<file path="src/rtl/ptw_pkg.sv">
// Shared types and constants for the two-level page-table walker.
package ptw_pkg;

  typedef enum logic [2:0] {
    IDLE,
    L1_REQ,
    L1_WAIT,
    L2_REQ,
    L2_WAIT,
    DONE
  } state_e;

  localparam int unsigned PTE_V = 0;
  localparam int unsigned PTE_R = 1;
  localparam int unsigned PTE_W = 2;
  localparam int unsigned PTE_X = 3;

  localparam int unsigned ADDR_W = 32;
  localparam int unsigned PPN_W  = 20;
  localparam int unsigned PERM_W = 3;
  localparam int unsigned VPN_W  = 10;

  localparam logic [ADDR_W-1:0] ROOT_BASE_DEFAULT = 32'h0000_0400;

endpackage

</file>
<file path="src/rtl/pte_decode.sv">
// Classifies one PTE word as leaf, pointer or fault and extracts ppn/perm.
module pte_decode
  import ptw_pkg::*;
(
  input  logic [31:0]       pte_i,
  input  logic              level2_i,
  input  logic [VPN_W-1:0]  vpn0_i,
  output logic              is_leaf_o,
  output logic              is_ptr_o,
  output logic              fault_o,
  output logic [PPN_W-1:0]  ppn_o,
  output logic [PERM_W-1:0] perm_o
);

  logic v, r, w, x, any_perm, w_only;
  logic unused_bits;

  assign v        = pte_i[PTE_V];
  assign r        = pte_i[PTE_R];
  assign w        = pte_i[PTE_W];
  assign x        = pte_i[PTE_X];
  assign any_perm = r | w | x;
  assign w_only   = w & ~r;

  assign is_ptr_o  = v & ~any_perm;
  assign is_leaf_o = v & any_perm & ~w_only;
  // A pointer found at the last level has nowhere to go.
  assign fault_o   = ~v | w_only | (level2_i & is_ptr_o);

  assign ppn_o  = !is_leaf_o ? '0 :
                  level2_i   ? pte_i[31:12] : {pte_i[31:22], vpn0_i};
  assign perm_o = is_leaf_o ? {x, w, r} : '0;

  assign unused_bits = ^pte_i[11:4];

endmodule

</file>
<file path="src/rtl/page_table_walker.sv">
// Two-level page-table walker: one walk in flight, sole memory requester.
module page_table_walker
  import ptw_pkg::*;
#(
  parameter logic [31:0] ROOT_BASE = ROOT_BASE_DEFAULT
) (
  input  logic              clk,
  input  logic              rst,
  input  logic              walk_req_valid_i,
  output logic              walk_req_ready_o,
  input  logic [31:0]       walk_vaddr_i,
  output logic              walk_resp_valid_o,
  input  logic              walk_resp_ready_i,
  output logic [PPN_W-1:0]  walk_ppn_o,
  output logic [PERM_W-1:0] walk_perm_o,
  output logic              walk_super_o,
  output logic              walk_fault_o,
  output logic              mem_req_valid_o,
  input  logic              mem_req_ready_i,
  output logic [31:0]       mem_addr_o,
  input  logic              mem_resp_valid_i,
  output logic              mem_resp_ready_o,
  input  logic [31:0]       mem_data_i
);

  state_e              state_q;
  logic [VPN_W-1:0]    vpn0_q;
  logic                req_ready_q, resp_valid_q, super_q, fault_q;
  logic [PPN_W-1:0]    ppn_q;
  logic [PERM_W-1:0]   perm_q;
  logic                mem_req_valid_q, mem_resp_ready_q;
  logic [31:0]         mem_addr_q;

  logic                dec_leaf, dec_ptr, dec_fault;
  logic [PPN_W-1:0]    dec_ppn;
  logic [PERM_W-1:0]   dec_perm;
  logic [31:0]         l1_addr_d, l2_addr_d;
  logic                unused_vaddr;

  assign l1_addr_d = ROOT_BASE + {20'd0, walk_vaddr_i[31:22], 2'b00};
  assign l2_addr_d = {mem_data_i[31:10], 10'd0} + {20'd0, vpn0_q, 2'b00};
  assign unused_vaddr = ^walk_vaddr_i[11:0];

  pte_decode u_pte_decode (
    .pte_i     (mem_data_i),
    .level2_i  (state_q == L2_WAIT),
    .vpn0_i    (vpn0_q),
    .is_leaf_o (dec_leaf),
    .is_ptr_o  (dec_ptr),
    .fault_o   (dec_fault),
    .ppn_o     (dec_ppn),
    .perm_o    (dec_perm)
  );

  // Walk FSM; every output is a register updated alongside the state.
  always_ff @(posedge clk or negedge rst) begin
    if (!rst) begin
      state_q          <= IDLE;
      vpn0_q           <= '0;
      req_ready_q      <= 1'b0;
      resp_valid_q     <= 1'b0;
      ppn_q            <= '0;
      perm_q           <= '0;
      super_q          <= 1'b0;
      fault_q          <= 1'b0;
      mem_req_valid_q  <= 1'b0;
      mem_resp_ready_q <= 1'b0;
      mem_addr_q       <= '0;
    end else begin
      case (state_q)
        IDLE: begin
          req_ready_q <= 1'b1;
          if (walk_req_valid_i && req_ready_q) begin
            req_ready_q     <= 1'b0;
            vpn0_q          <= walk_vaddr_i[21:12];
            mem_addr_q      <= l1_addr_d;
            mem_req_valid_q <= 1'b1;
            state_q         <= L1_REQ;
          end
        end
        L1_REQ, L2_REQ: begin
          if (mem_req_ready_i) begin
            mem_req_valid_q  <= 1'b0;
            mem_resp_ready_q <= 1'b1;
            state_q          <= (state_q == L1_REQ) ? L1_WAIT : L2_WAIT;
          end
        end
        L1_WAIT, L2_WAIT: begin
          if (mem_resp_valid_i) begin
            mem_resp_ready_q <= 1'b0;
            if (state_q == L1_WAIT && dec_ptr) begin
              mem_addr_q      <= l2_addr_d;
              mem_req_valid_q <= 1'b1;
              state_q         <= L2_REQ;
            end else begin
              ppn_q        <= dec_ppn;
              perm_q       <= dec_perm;
              super_q      <= dec_leaf && (state_q == L1_WAIT);
              fault_q      <= dec_fault;
              resp_valid_q <= 1'b1;
              state_q      <= DONE;
            end
          end
        end
        DONE: begin
          if (walk_resp_ready_i) begin
            resp_valid_q <= 1'b0;
            state_q      <= IDLE;
          end
        end
        default: state_q <= IDLE;
      endcase
    end
  end

  assign walk_req_ready_o  = req_ready_q;
  assign walk_resp_valid_o = resp_valid_q;
  assign walk_ppn_o        = ppn_q;
  assign walk_perm_o       = perm_q;
  assign walk_super_o      = super_q;
  assign walk_fault_o      = fault_q;
  assign mem_req_valid_o   = mem_req_valid_q;
  assign mem_addr_o        = mem_addr_q;
  assign mem_resp_ready_o  = mem_resp_ready_q;

endmodule

</file>
<file path="config.mk">
export PLATFORM = sky130hd
export DESIGN_NAME = page_table_walker
export DESIGN_NICKNAME = d
export VERILOG_FILES = /design/src/rtl/ptw_pkg.sv /design/src/rtl/pte_decode.sv /design/src/rtl/page_table_walker.sv
export SDC_FILE = /design/constraint.sdc
export NUM_CORES = 1
export LEC_CHECK = 0
export ABC_CLOCK_PERIOD_IN_PS = 2600
export BUFFER_PORTS_ARGS = -buffer_cell sky130_fd_sc_hd__buf_2
export CELL_PAD_IN_SITES_DETAIL_PLACEMENT = 0
export CELL_PAD_IN_SITES_GLOBAL_PLACEMENT = 1
export CORE_MARGIN = 10
export CORE_UTILIZATION = 28
export DETAILED_ROUTE_END_ITERATION = 10
export GPL_TIMING_DRIVEN = 1
export PLACE_DENSITY = 0.66
export SETUP_SLACK_MARGIN = 0.2
export SYNTH_ARGS = -nofsm -noshare
export SYNTH_HDL_FRONTEND = slang
export SYNTH_SLANG_ARGS = --single-unit
</file>
<file path="constraint.sdc">
create_clock -name clk -period 2.6 [get_ports clk]
set_clock_uncertainty 0.05 [all_clocks]
set_input_delay 0.39 -clock clk [delete_from_list [all_inputs] [get_ports clk]]
set_output_delay 0.39 -clock clk [all_outputs]
set_load 0.01 [all_outputs]
</file>
==> flow_metrics.py, run 1 <==
metrics = {
    "final_layout": {
        "drive_gt1_frac": 0.3340,
        "num-fill-cells": 1299,
        "final_net_count": 543,
        "areaGrowthSynthToFinish_pct": 28.63,
        "antenna_cells_inserted": 0,
        "post-route-cell-area_sq_um": 4745,
    },
    "logic_synthesis": {
        "synthCells": 361,
        "synth.top_cells.by_count": "72 x sky130_fd_sc_hd__dfrtp_1, 51 x sky130_fd_sc_hd__o21ai_0, 23 x sky130_fd_sc_hd__nand2_1, 22 x sky130_fd_sc_hd__mux2i_1, 17 x sky130_fd_sc_hd__o21ai_1",
        "dominantRegCellSynth": "sky130_fd_sc_hd__dfrtp_1",
        "synth_edf_count": 0,
        "synth_register_bits": 72,
        "async_flop_share": 1.000,
        "syn_area_per_cell_sq_um": 10.22,
        "synth_most_common_cell": "sky130_fd_sc_hd__dfrtp_1",
        "ys_warn_count": 0,
        "synth_top_area_frac": 0.4885,
        "synth.cell_area_sq_um": 3689,
        "yosys-top-cells-area": "sky130_fd_sc_hd__dfrtp_1 49%, sky130_fd_sc_hd__o21ai_0 6.9%, sky130_fd_sc_hd__mux2i_1 6.0%, sky130_fd_sc_hd__o31ai_1 3.3%, sky130_fd_sc_hd__mux2_2 3.1%",
        "synth_top_cell_by_area": "sky130_fd_sc_hd__dfrtp_1",
        "ys_seq_area_frac": 0.4885,
        "synthDistinctLibCells": 46,
    },
    "place": {
        "hpwl_um": 8922,
        "buffer_ports.inserted": 110,
        "globalplace.congestion": 0.8439,
        "worst_setup_slack_post_dpl_ns": 0.02447,
        "place_area_sq_um": 4441,
    },
    "sta": {
        "timing.final.ws_setup_ns": 0.3218,
        "hold-worst-slack_ns": 0.1455,
        "setup_tns_ns": 0,
        "setup_viol": 0,
        "layout_worst_path_cycle_share": 0.8762,
        "rsz0062_at_grt": "no",
        "final.min_clock_period_ns": 2.278,
        "finalMaxSlewViolations": 0,
        "worst_slew_pin_slew_ns": 0.9454,
        "slew_headroom": 0.3697,
        "max_freq_mhz": 438.9,
        "timing_hold_violations_final": 0,
    },
    "detailed_routing": {
        "drtIter0Drc": 250,
        "routed_wirelength_um": 12040,
        "drt_first_pass_iters": 4,
        "drt.antenna.violating_nets": 0,
        "detail_route.vias_per_cell": 5.048,
        "detail_route.wl_per_cell_um": 18.67,
        "routed-via-count": 3256,
        "route.detailed.drc": 0,
    },
    "worst_setup_path": {
        "cp_data_arrival_time_ns": 2.45,
        "start_kind": "flip-flop",
        "timing.reg2reg.worst_path_depth": 7,
        "ff2ff_setup_slack_ns": 0.32,
        "reg2reg_to": "mem_addr_o[26]",
        "crit_required_ns": 2.77,
        "critical_path_class": "reg2reg",
        "path_max_fanout": 6,
        "rr_startpoint": "vpn0_q[8]",
        "worst_setup_path_end_kind": "flip-flop",
    },
    "status": {
        "status": "complete, no violations",
    },
    "flow_run": {
        "max-cap-violations": 0,
    },
    "clock_tree": {
        "cts_made_buffers": 9,
        "clk_pin_slew_worst_paths_ns": 0.06,
        "cts_tree": "built",
        "clock_tree.root_cell": "sky130_fd_sc_hd__clkbuf_16",
        "clock_tree.htree_level_count": 3,
        "clock-sinks": 72,
        "ctsHoldBuffers": 0,
        "cts_max_path_buffers": 2,
        "worstSkewPairLatency_ns": 0.34,
    },
    "power": {
        "maximum_vdd_drop_uv": 385.0,
        "total_power_draw_mw": 5.017,
        "pwr_density_cell_nw_per_um2": 1057,
        "p_leak_nw": 2.421,
    },
    "global_routing": {
        "track_usage": 0.1334,
        "maximum_number_of_pins_on_one_net_before_global_route_repair": 73,
        "antenna_found_initial": 0,
        "grt_first_pass_wirelength_um": 19220,
        "first_global_vias": 3524,
        "grt.overflow.total": 0,
    },
    "floorplanning": {
        "floorplan.initialDensity": 0.2888,
        "design.core.area_sq_um": 12770,
        "dieHeight_um": 134.8,
        "rows": 41,
        "io_pins": 131,
        "total_die_area_sq_um": 18160,
        "fp.dieW_um": 134.8,
    },
    "hold_path": {
        "timing.hold.worst.class": "in2async",
    },
}
==> area by class of cell <==
class | instances | area, sq um | share of cell area
multi-input cells | 249 | 1729 | 0.3645
repair buffers | 125 | 665.6 | 0.1403
flip-flops and latches | 72 | 1802 | 0.3797
clock buffers | 11 | 242.7 | 0.05116
inverters | 12 | 45.04 | 0.009494
well taps | 172 | 215.2 | 0.04536
clock inverters | 4 | 45.04 | 0.009494
==> critical path, stage by stage, from the launching register on <==
cell                       delay (ns)
sky130_fd_sc_hd__dfrtp_1         0.37
sky130_fd_sc_hd__ha_2            0.20
sky130_fd_sc_hd__inv_1           0.06
sky130_fd_sc_hd__fa_2            0.36
sky130_fd_sc_hd__nand2b_4        0.16
sky130_fd_sc_hd__or4_4           0.46
sky130_fd_sc_hd__o211a_1         0.24
sky130_fd_sc_hd__a211o_1         0.26
==> registers in the layout, indices dropped and copies added (netlist names) <==
register / flops
walk_ppn_o: 20
walk_super_o: 1
walk_resp_valid_o: 1
mem_req_valid_o: 1
state_q: 3
walk_req_ready_o: 1
walk_fault_o: 1
mem_addr_o: 30
walk_perm_o: 3
vpn0_q: 10
mem_resp_ready_o: 1
==> cells by family after synthesis <==
| logic type | share of synthesized area |
|---|---|
| compound gates | 0.2117 |
| simple gates | 0.1163 |
| flops | 0.4885 |
| buf+inv | 0.04817 |
| mux | 0.09023 |
| xor+xnor | 0.02849 |
| fa+ha+maj | 0.01561 |
| other cells | 0.001017 |
==> where the power goes <==
group / internal (mW) / switching, mW
logic: 0.835 / 1.15
registers: 1.55 / 0.261
clock network: 0.759 / 0.468
==> per-stage QoR <==
stage	instances	util
2_1_floorplan	362	-
3_3_place_gp	630	0.3476
3_5_place_dp	630	0.3476
4_1_cts	645	0.3705
5_1_grt	645	0.3714
6_report	645	0.3714
==> worst max path at each step <==
| stage | from | endpoint | slack (ns) | cells after the start |
|---|---|---|---|---|
| 2_1_floorplan | mem_data_i[10] | mem_addr_o[24] | 0.27 | 8 |
| 3_3_place_gp | mem_data_i[10] | mem_addr_o[30] | 0.07 | 8 |
| 3_5_place_dp | mem_data_i[10] | mem_addr_o[26] | 0.02 | 8 |
| 4_1_cts | vpn0_q[8] | mem_addr_o[26] | 0.24 | 7 |
| 5_1_grt | vpn0_q[9] | mem_addr_o[25] | 0.21 | 5 |
| 6_report | vpn0_q[8] | mem_addr_o[26] | 0.32 | 7 |
==> cell usage in the layout (no fill, tap or decap), types with 2 or more instances in the layout <==
cell and instances:
sky130_fd_sc_hd__nor2_1 6, sky130_fd_sc_hd__nand2b_1 4, sky130_fd_sc_hd__xor2_1 6, sky130_fd_sc_hd__dfrtp_1 72
sky130_fd_sc_hd__ha_1 2, sky130_fd_sc_hd__buf_4 16, sky130_fd_sc_hd__a22o_1 7, sky130_fd_sc_hd__inv_1 12
sky130_fd_sc_hd__o21a_1 3, sky130_fd_sc_hd__or2_1 2, sky130_fd_sc_hd__and2_1 2, sky130_fd_sc_hd__mux2i_1 22
sky130_fd_sc_hd__o31ai_1 16, sky130_fd_sc_hd__nor3_1 2, sky130_fd_sc_hd__a21o_1 2, sky130_fd_sc_hd__mux2_2 10
sky130_fd_sc_hd__o211a_1 9, sky130_fd_sc_hd__o21ai_1 17, sky130_fd_sc_hd__nor4_1 10, sky130_fd_sc_hd__a211o_1 9
sky130_fd_sc_hd__a21oi_1 5, sky130_fd_sc_hd__clkinv_2 3, sky130_fd_sc_hd__nand4_1 5, sky130_fd_sc_hd__nor2b_1 2
sky130_fd_sc_hd__nand3_1 7, sky130_fd_sc_hd__nand2_1 23, sky130_fd_sc_hd__clkbuf_16 9, sky130_fd_sc_hd__o21ai_0 51
sky130_fd_sc_hd__xnor2_1 6, sky130_fd_sc_hd__buf_2 109, sky130_fd_sc_hd__conb_1 2, sky130_fd_sc_hd__and3_1 3
==> repair_timing <==
item                       4_1_cts  5_1_grt
buffers inserted                 0        0
setup endpoints to repair        4        4
gates resized for setup          1        3
pin swaps                        0        0
==> layer usage <==
metal | up-vias | routed length (um) | global-route usage
li1 | 1541 | - | -
met1 | 1622 | 5291 | 0.1613
met2 | 80 | 5912 | 0.2170
met3 | 13 | 662 | 0.04266
met4 | 0 | 175 | 0.04837
met5 | - | 0 | 0
No activity file was read; power rests on OpenSTA's default activity.
==> run 2: changes to the inputs <==
--- a/config.mk
+++ b/config.mk
@@ -9,7 +9,6 @@
 export BUFFER_PORTS_ARGS = -buffer_cell sky130_fd_sc_hd__buf_2
 export CELL_PAD_IN_SITES_DETAIL_PLACEMENT = 0
 export CELL_PAD_IN_SITES_GLOBAL_PLACEMENT = 1
-export CORE_MARGIN = 10
 export CORE_UTILIZATION = 28
 export DETAILED_ROUTE_END_ITERATION = 10
 export GPL_TIMING_DRIVEN = 1
==> flow_metrics.py, run 2 (synthesis results as in run 1) <==
metrics = {
    "floorplanning": {
        "total_die_area_sq_um": 13640,
        "io_pins": 131,
        "rows": 41,
        "floorplan.initialDensity": 0.2899,
        "design.core.area_sq_um": 12720,
        "fp.dieW_um": 116.8,
        "dieHeight_um": 116.8,
    },
    "sta": {
        "layout_worst_path_cycle_share": 0.8967,
        "max_freq_mhz": 428.9,
        "setup_tns_ns": 0,
        "setup_viol": 0,
        "worst_slew_pin_slew_ns": 0.9435,
        "timing.final.ws_setup_ns": 0.2685,
        "final.min_clock_period_ns": 2.331,
        "slew_headroom": 0.3710,
        "rsz0062_at_grt": "no",
        "finalMaxSlewViolations": 0,
        "timing_hold_violations_final": 0,
    },
    "clock_tree": {
        "clock_tree.root_cell": "sky130_fd_sc_hd__clkbuf_16",
        "clock-sinks": 72,
        "clk_pin_slew_worst_paths_ns": 0.06,
        "cts_tree": "built",
        "clock_tree.htree_level_count": 3,
        "cts_made_buffers": 9,
        "worstSkewPairLatency_ns": 0.33,
        "cts_max_path_buffers": 2,
        "ctsHoldBuffers": 0,
    },
    "flow_run": {
        "max-cap-violations": 0,
    },
    "global_routing": {
        "grt_first_pass_wirelength_um": 17280,
        "track_usage": 0.1695,
        "first_global_vias": 3228,
        "grt.overflow.total": 0,
        "maximum_number_of_pins_on_one_net_before_global_route_repair": 73,
        "antenna_found_initial": 0,
    },
    "worst_setup_path": {
        "critical_path_class": "reg2reg",
        "rr_startpoint": "vpn0_q[8]",
        "cp_data_arrival_time_ns": 2.50,
        "cp-startpoint": "vpn0_q[8]",
        "crit_required_ns": 2.77,
        "worst_setup_path_end_kind": "flip-flop",
        "start_kind": "flip-flop",
        "path_max_fanout": 6,
    },
    "detailed_routing": {
        "route.detailed.drc": 0,
        "detail_route.vias_per_cell": 4.954,
        "detail_route.wl_per_cell_um": 16.79,
        "routed_wirelength_um": 10860,
        "routed-via-count": 3205,
        "drt_first_pass_iters": 4,
        "drt.antenna.violating_nets": 0,
        "drtIter0Drc": 253,
    },
    "place": {
        "hpwl_um": 7798,
        "worst_setup_slack_post_dpl_ns": 0.02184,
        "globalplace.congestion": 0.7805,
        "buffer_ports.inserted": 110,
    },
    "power": {
        "total_power_draw_mw": 5.096,
        "p_leak_nw": 2.425,
        "pwr_density_cell_nw_per_um2": 1067,
        "maximum_vdd_drop_uv": 493.9,
    },
    "final_layout": {
        "mostFrequentLayoutCells": "109 x sky130_fd_sc_hd__buf_2, 72 x sky130_fd_sc_hd__dfrtp_1, 51 x sky130_fd_sc_hd__o21ai_0, 23 x sky130_fd_sc_hd__nand2_1, 22 x sky130_fd_sc_hd__mux2i_1",
        "most_frequent_standard_cell_in_the_layout_excluding_fill_and_tap_cells": "sky130_fd_sc_hd__buf_2",
        "utilization": 0.3755,
        "antenna_cells_inserted": 0,
        "final_net_count": 544,
        "drive_gt1_frac": 0.3326,
        "areaGrowthSynthToFinish_pct": 29.51,
        "largest_register_ffs": 30,
    },
    "status": {
        "status": "complete, no violations",
    },
    "hold_path": {
        "timing.hold.worst.class": "in2async",
    },
}
==> run 2: cell types whose count changed in the layout (fill, tap and decap cells not counted), sizes merged <==
cell / before / now
clkinv: 3 / 1
clkinvlp: 0 / 2
buf: 125 / 126
bufinv: 1 / 2
==> run 2: cell type report <==
type / count / area [sq um]
inverter: 12 / 45.04
multi-input combinational: 249 / 1719
timing repair buffer: 126 / 673.1
fill: 1335 / 7945
sequential: 72 / 1802
clock inverter: 5 / 80.08
tap: 172 / 215.2
clock buffer: 11 / 242.7
==> run 2: worst max-delay path, stage by stage, from the launching register on <==
cell,delay [ns]
sky130_fd_sc_hd__dfrtp_1,0.36
sky130_fd_sc_hd__ha_2,0.20
sky130_fd_sc_hd__inv_1,0.05
sky130_fd_sc_hd__fa_1,0.41
sky130_fd_sc_hd__nand2b_1,0.19
sky130_fd_sc_hd__or4_4,0.48
sky130_fd_sc_hd__o211a_1,0.23
sky130_fd_sc_hd__a211o_1,0.26
==> run 2: per-layer routing <==
metal	up-vias	share of wire	global-route usage
li1	1537	-	-
met1	1553	0.44	0.2237
met2	100	0.48	0.2686
met3	15	0.065	0.04892
met4	0	0.016	0.05401
met5	-	0	0
==> run 2: stage by stage <==
stage / instance area (sq um) / std cells / hold WS (ns)
after floorplan: 3692 / 362 / 0.04441
after global placement: 4441 / 630 / 0.4177
after detailed placement: 4441 / 630 / 0.4238
after CTS: 4767 / 646 / 0.1967
after global routing: 4777 / 647 / 0.2209
final: 4777 / 647 / 0.1465
==> run 2: power breakdown <==
part           internal, mW  switching, mW
clock network         0.865          0.482
registers              1.55          0.278
logic                 0.830           1.09
total                  3.24           1.85
==> run 2: final timing paths <==
check                                      end  slack [ns]  cells past startpoint
max in group asynchronous        walk_ppn_o[7]        1.74                      1
min in group clk                     vpn0_q[2]        0.23                      2
worst max register to register  mem_addr_o[28]        0.27                      7
worst min register to register  mem_addr_o[29]        0.44                      1
worst min-delay path            walk_ppn_o[15]        0.15                      1
worst max-delay path            mem_addr_o[28]        0.27                      7
==> run 2: timing repair <==
| action | CTS | global route |
|---|---|---|
| resized for setup | 1 | 1 |
| setup buffers | 0 | 1 |
| endpoints found under the hold margin | 0 | 0 |
| setup endpoints to repair | 4 | 4 |
==> run 3: changes to the inputs <==
--- a/config.mk
+++ b/config.mk
@@ -5,10 +5,11 @@
 export SDC_FILE = /design/constraint.sdc
 export NUM_CORES = 1
 export LEC_CHECK = 0
-export ABC_CLOCK_PERIOD_IN_PS = 2600
+export ABC_CLOCK_PERIOD_IN_PS = 2580
 export BUFFER_PORTS_ARGS = -buffer_cell sky130_fd_sc_hd__buf_2
 export CELL_PAD_IN_SITES_DETAIL_PLACEMENT = 0
 export CELL_PAD_IN_SITES_GLOBAL_PLACEMENT = 1
+export CORE_MARGIN = 5
 export CORE_UTILIZATION = 28
 export DETAILED_ROUTE_END_ITERATION = 10
 export GPL_TIMING_DRIVEN = 1
==> constraint.sdc (replaced) <==
create_clock -name clk -period 2.58 [get_ports clk]
set_clock_uncertainty 0.05 [all_clocks]
set_input_delay 0.129 -clock clk [delete_from_list [all_inputs] [get_ports clk]]
set_output_delay 0.129 -clock clk [all_outputs]
set_load 0.01 [all_outputs]
==> flow_metrics.py, run 3 (synthesis results as in run 1) <==
metrics = {
    "status": {
        "status": "complete, no violations",
    },
    "place": {
        "place_inst": 630,
        "buffer_ports.inserted": 110,
        "globalplace.congestion": 0.7858,
        "place_area_sq_um": 4415,
        "worst_setup_slack_post_dpl_ns": 0.1070,
        "hpwl_um": 8261,
    },
    "detailed_routing": {
        "drt_first_pass_iters": 4,
        "detail_route.vias_per_cell": 4.915,
        "route.detailed.drc": 0,
        "routed_wirelength_um": 11320,
        "routed-via-count": 3219,
        "drtIter0Drc": 208,
        "drt.antenna.violating_nets": 0,
        "detail_route.wl_per_cell_um": 17.29,
    },
    "sta": {
        "slew_headroom": 0.3726,
        "finalMaxSlewViolations": 0,
        "max_freq_mhz": 436.7,
        "hold-worst-slack_ns": 0.01670,
        "timing_hold_violations_final": 0,
        "rsz0062_at_grt": "no",
        "worst_slew_pin_slew_ns": 0.9411,
        "setup_viol": 0,
        "final.min_clock_period_ns": 2.290,
        "timing.final.ws_setup_ns": 0.2899,
        "layout_worst_path_cycle_share": 0.8876,
        "setup_tns_ns": 0,
    },
    "power": {
        "p_clk_frac": 0.263,
        "power.combinational.fraction": 0.383,
        "total_power_draw_mw": 5.144,
        "pwr_density_cell_nw_per_um2": 1062,
        "p_leak_nw": 2.453,
        "maximum_vdd_drop_uv": 444.8,
        "pwr-share-seq": 0.354,
        "cell_internal_pwr_mw": 3.283,
        "power_switching_mw": 1.861,
        "sw_frac_of_total": 0.3618,
    },
    "hold_path": {
        "timing.hold.worst.class": "in2reg",
        "hold_critical_path_depth": 3,
        "worstHoldStart": "mem_data_i[31]",
        "whs_endpoint": "walk_ppn_o[19]",
    },
    "final_layout": {
        "utilization": 0.3701,
        "most_frequent_standard_cell_in_the_layout_excluding_fill_and_tap_cells": "sky130_fd_sc_hd__buf_2",
        "regArea_sq_um": 1802,
        "post-route-cell-area_sq_um": 4843,
        "final_net_count": 549,
        "mostFrequentLayoutCells": "109 x sky130_fd_sc_hd__buf_2, 72 x sky130_fd_sc_hd__dfrtp_1, 51 x sky130_fd_sc_hd__o21ai_0, 23 x sky130_fd_sc_hd__nand2_1, 22 x sky130_fd_sc_hd__mux2i_1",
        "areaGrowthSynthToFinish_pct": 31.31,
        "num-fill-cells": 1336,
        "antenna_cells_inserted": 0,
        "instances_no_fill": 655,
        "total_area_of_multi_input_combinational_cells_sq_um": 1719,
        "drive_gt1_frac": 0.3194,
        "largest_register_ffs": 30,
    },
    "worst_setup_path": {
        "critical_path_class": "reg2reg",
        "rr_startpoint": "vpn0_q[8]",
        "timing.reg2reg.worst_path_depth": 7,
        "start_kind": "flip-flop",
        "ff2ff_setup_slack_ns": 0.29,
        "cp_data_arrival_time_ns": 2.46,
        "cp_slowest_stage_delay_ns": 0.49,
        "slowest_stage": "sky130_fd_sc_hd__or4_4",
        "crit_required_ns": 2.75,
        "path_max_fanout": 8,
        "worstPathCellList": "ha_1, inv_1, fa_2, nand2b_1, or4_4, o211a_1, a211o_1",
        "worstPathBufferInverterCount": 1,
        "cp_top_family": "simple AND/OR/NAND/NOR gates",
        "worst_setup_path_end_kind": "flip-flop",
        "reg2reg_to": "mem_addr_o[30]",
    },
    "floorplanning": {
        "total_die_area_sq_um": 15570,
        "rows": 42,
        "dieHeight_um": 124.8,
        "design.core.area_sq_um": 13090,
        "fp.dieW_um": 124.8,
        "floorplan.initialDensity": 0.2819,
        "io_pins": 131,
    },
    "global_routing": {
        "first_global_vias": 3277,
        "antenna_found_initial": 0,
        "track_usage": 0.1469,
        "maximum_number_of_pins_on_one_net_before_global_route_repair": 73,
        "grt.overflow.total": 0,
        "grt_first_pass_wirelength_um": 18150,
    },
    "clock_tree": {
        "clock_tree.root_cell": "sky130_fd_sc_hd__clkbuf_16",
        "clk_pin_slew_worst_paths_ns": 0.06,
        "post-cts-setup-buffers": 0,
        "cts_max_path_buffers": 2,
        "cts_made_buffers": 9,
        "cts_tree": "built",
        "clock_tree.htree_level_count": 3,
        "clock-sinks": 72,
        "worstSkewPairLatency_ns": 0.33,
    },
    "flow_run": {
        "max-cap-violations": 0,
    },
}
[run 3: cell types whose count changed in the layout (fill, tap and decap cells not counted), sizes merged]
cell / before / now
dlygate4sd3: 0 / 10
clkinvlp: 2 / 0
buf: 126 / 121
clkbuf: 11 / 12
[run 3: worst reg2reg max path, cell delays in order (launching register included)]
cell,delay [ns]
sky130_fd_sc_hd__dfrtp_1,0.37
sky130_fd_sc_hd__ha_1,0.18
sky130_fd_sc_hd__inv_1,0.06
sky130_fd_sc_hd__fa_2,0.36
sky130_fd_sc_hd__nand2b_1,0.18
sky130_fd_sc_hd__or4_4,0.49
sky130_fd_sc_hd__o211a_1,0.24
sky130_fd_sc_hd__a211o_1,0.26
[run 3: repair_timing]
action / 4_1_cts / 5_1_grt
hold endpoints to repair: 81 / 0
endpoints found under the setup margin: 4 / 12
hold buffers: 10 / 0
gates resized for setup: 1 / 2
[run 3: power groups by stage]
stage | logic (mW) | registers (mW) | clock network (mW)
global route | 2.20 | 1.88 | 1.44
finish | 1.97 | 1.82 | 1.35
detailed placement | 1.99 | 1.85 | 0
global placement | 1.96 | 1.84 | 0
CTS | 2.01 | 1.84 | 1.39
floorplan | 1.09 | 1.93 | 0
[run 3: area by class of cell]
class | instances | share of cell area
inverters | 12 | 0.009300
clock buffers | 12 | 0.05296
repair buffers | 131 | 0.1519
well taps | 176 | 0.04547
multi-input cells | 249 | 0.3549
clock inverters | 3 | 0.01343
flip-flops and latches | 72 | 0.3720
[run 3: layer usage]
layer	share of wire	up-vias	wire length, um	global-route usage
met2	0.48	99	5436	0.2338
met5	0	-	0	0
met1	0.44	1562	5025	0.1928
met3	0.064	10	723	0.04588
li1	-	1548	-	-
met4	0.012	0	138	0.04126
[run 3: worst max path at each step]
stage                         start              to  slack [ns]  depth (start not counted)
final                     vpn0_q[8]  mem_addr_o[30]        0.29                          7
after global routing      vpn0_q[8]  mem_addr_o[26]        0.20                          7
after CTS                 vpn0_q[8]  mem_addr_o[28]        0.21                          7
after detailed placement  vpn0_q[8]  mem_addr_o[30]        0.11                          7
after global placement    vpn0_q[8]  mem_addr_o[26]        0.18                          7
after floorplan           vpn0_q[8]  mem_addr_o[24]        0.29                          8
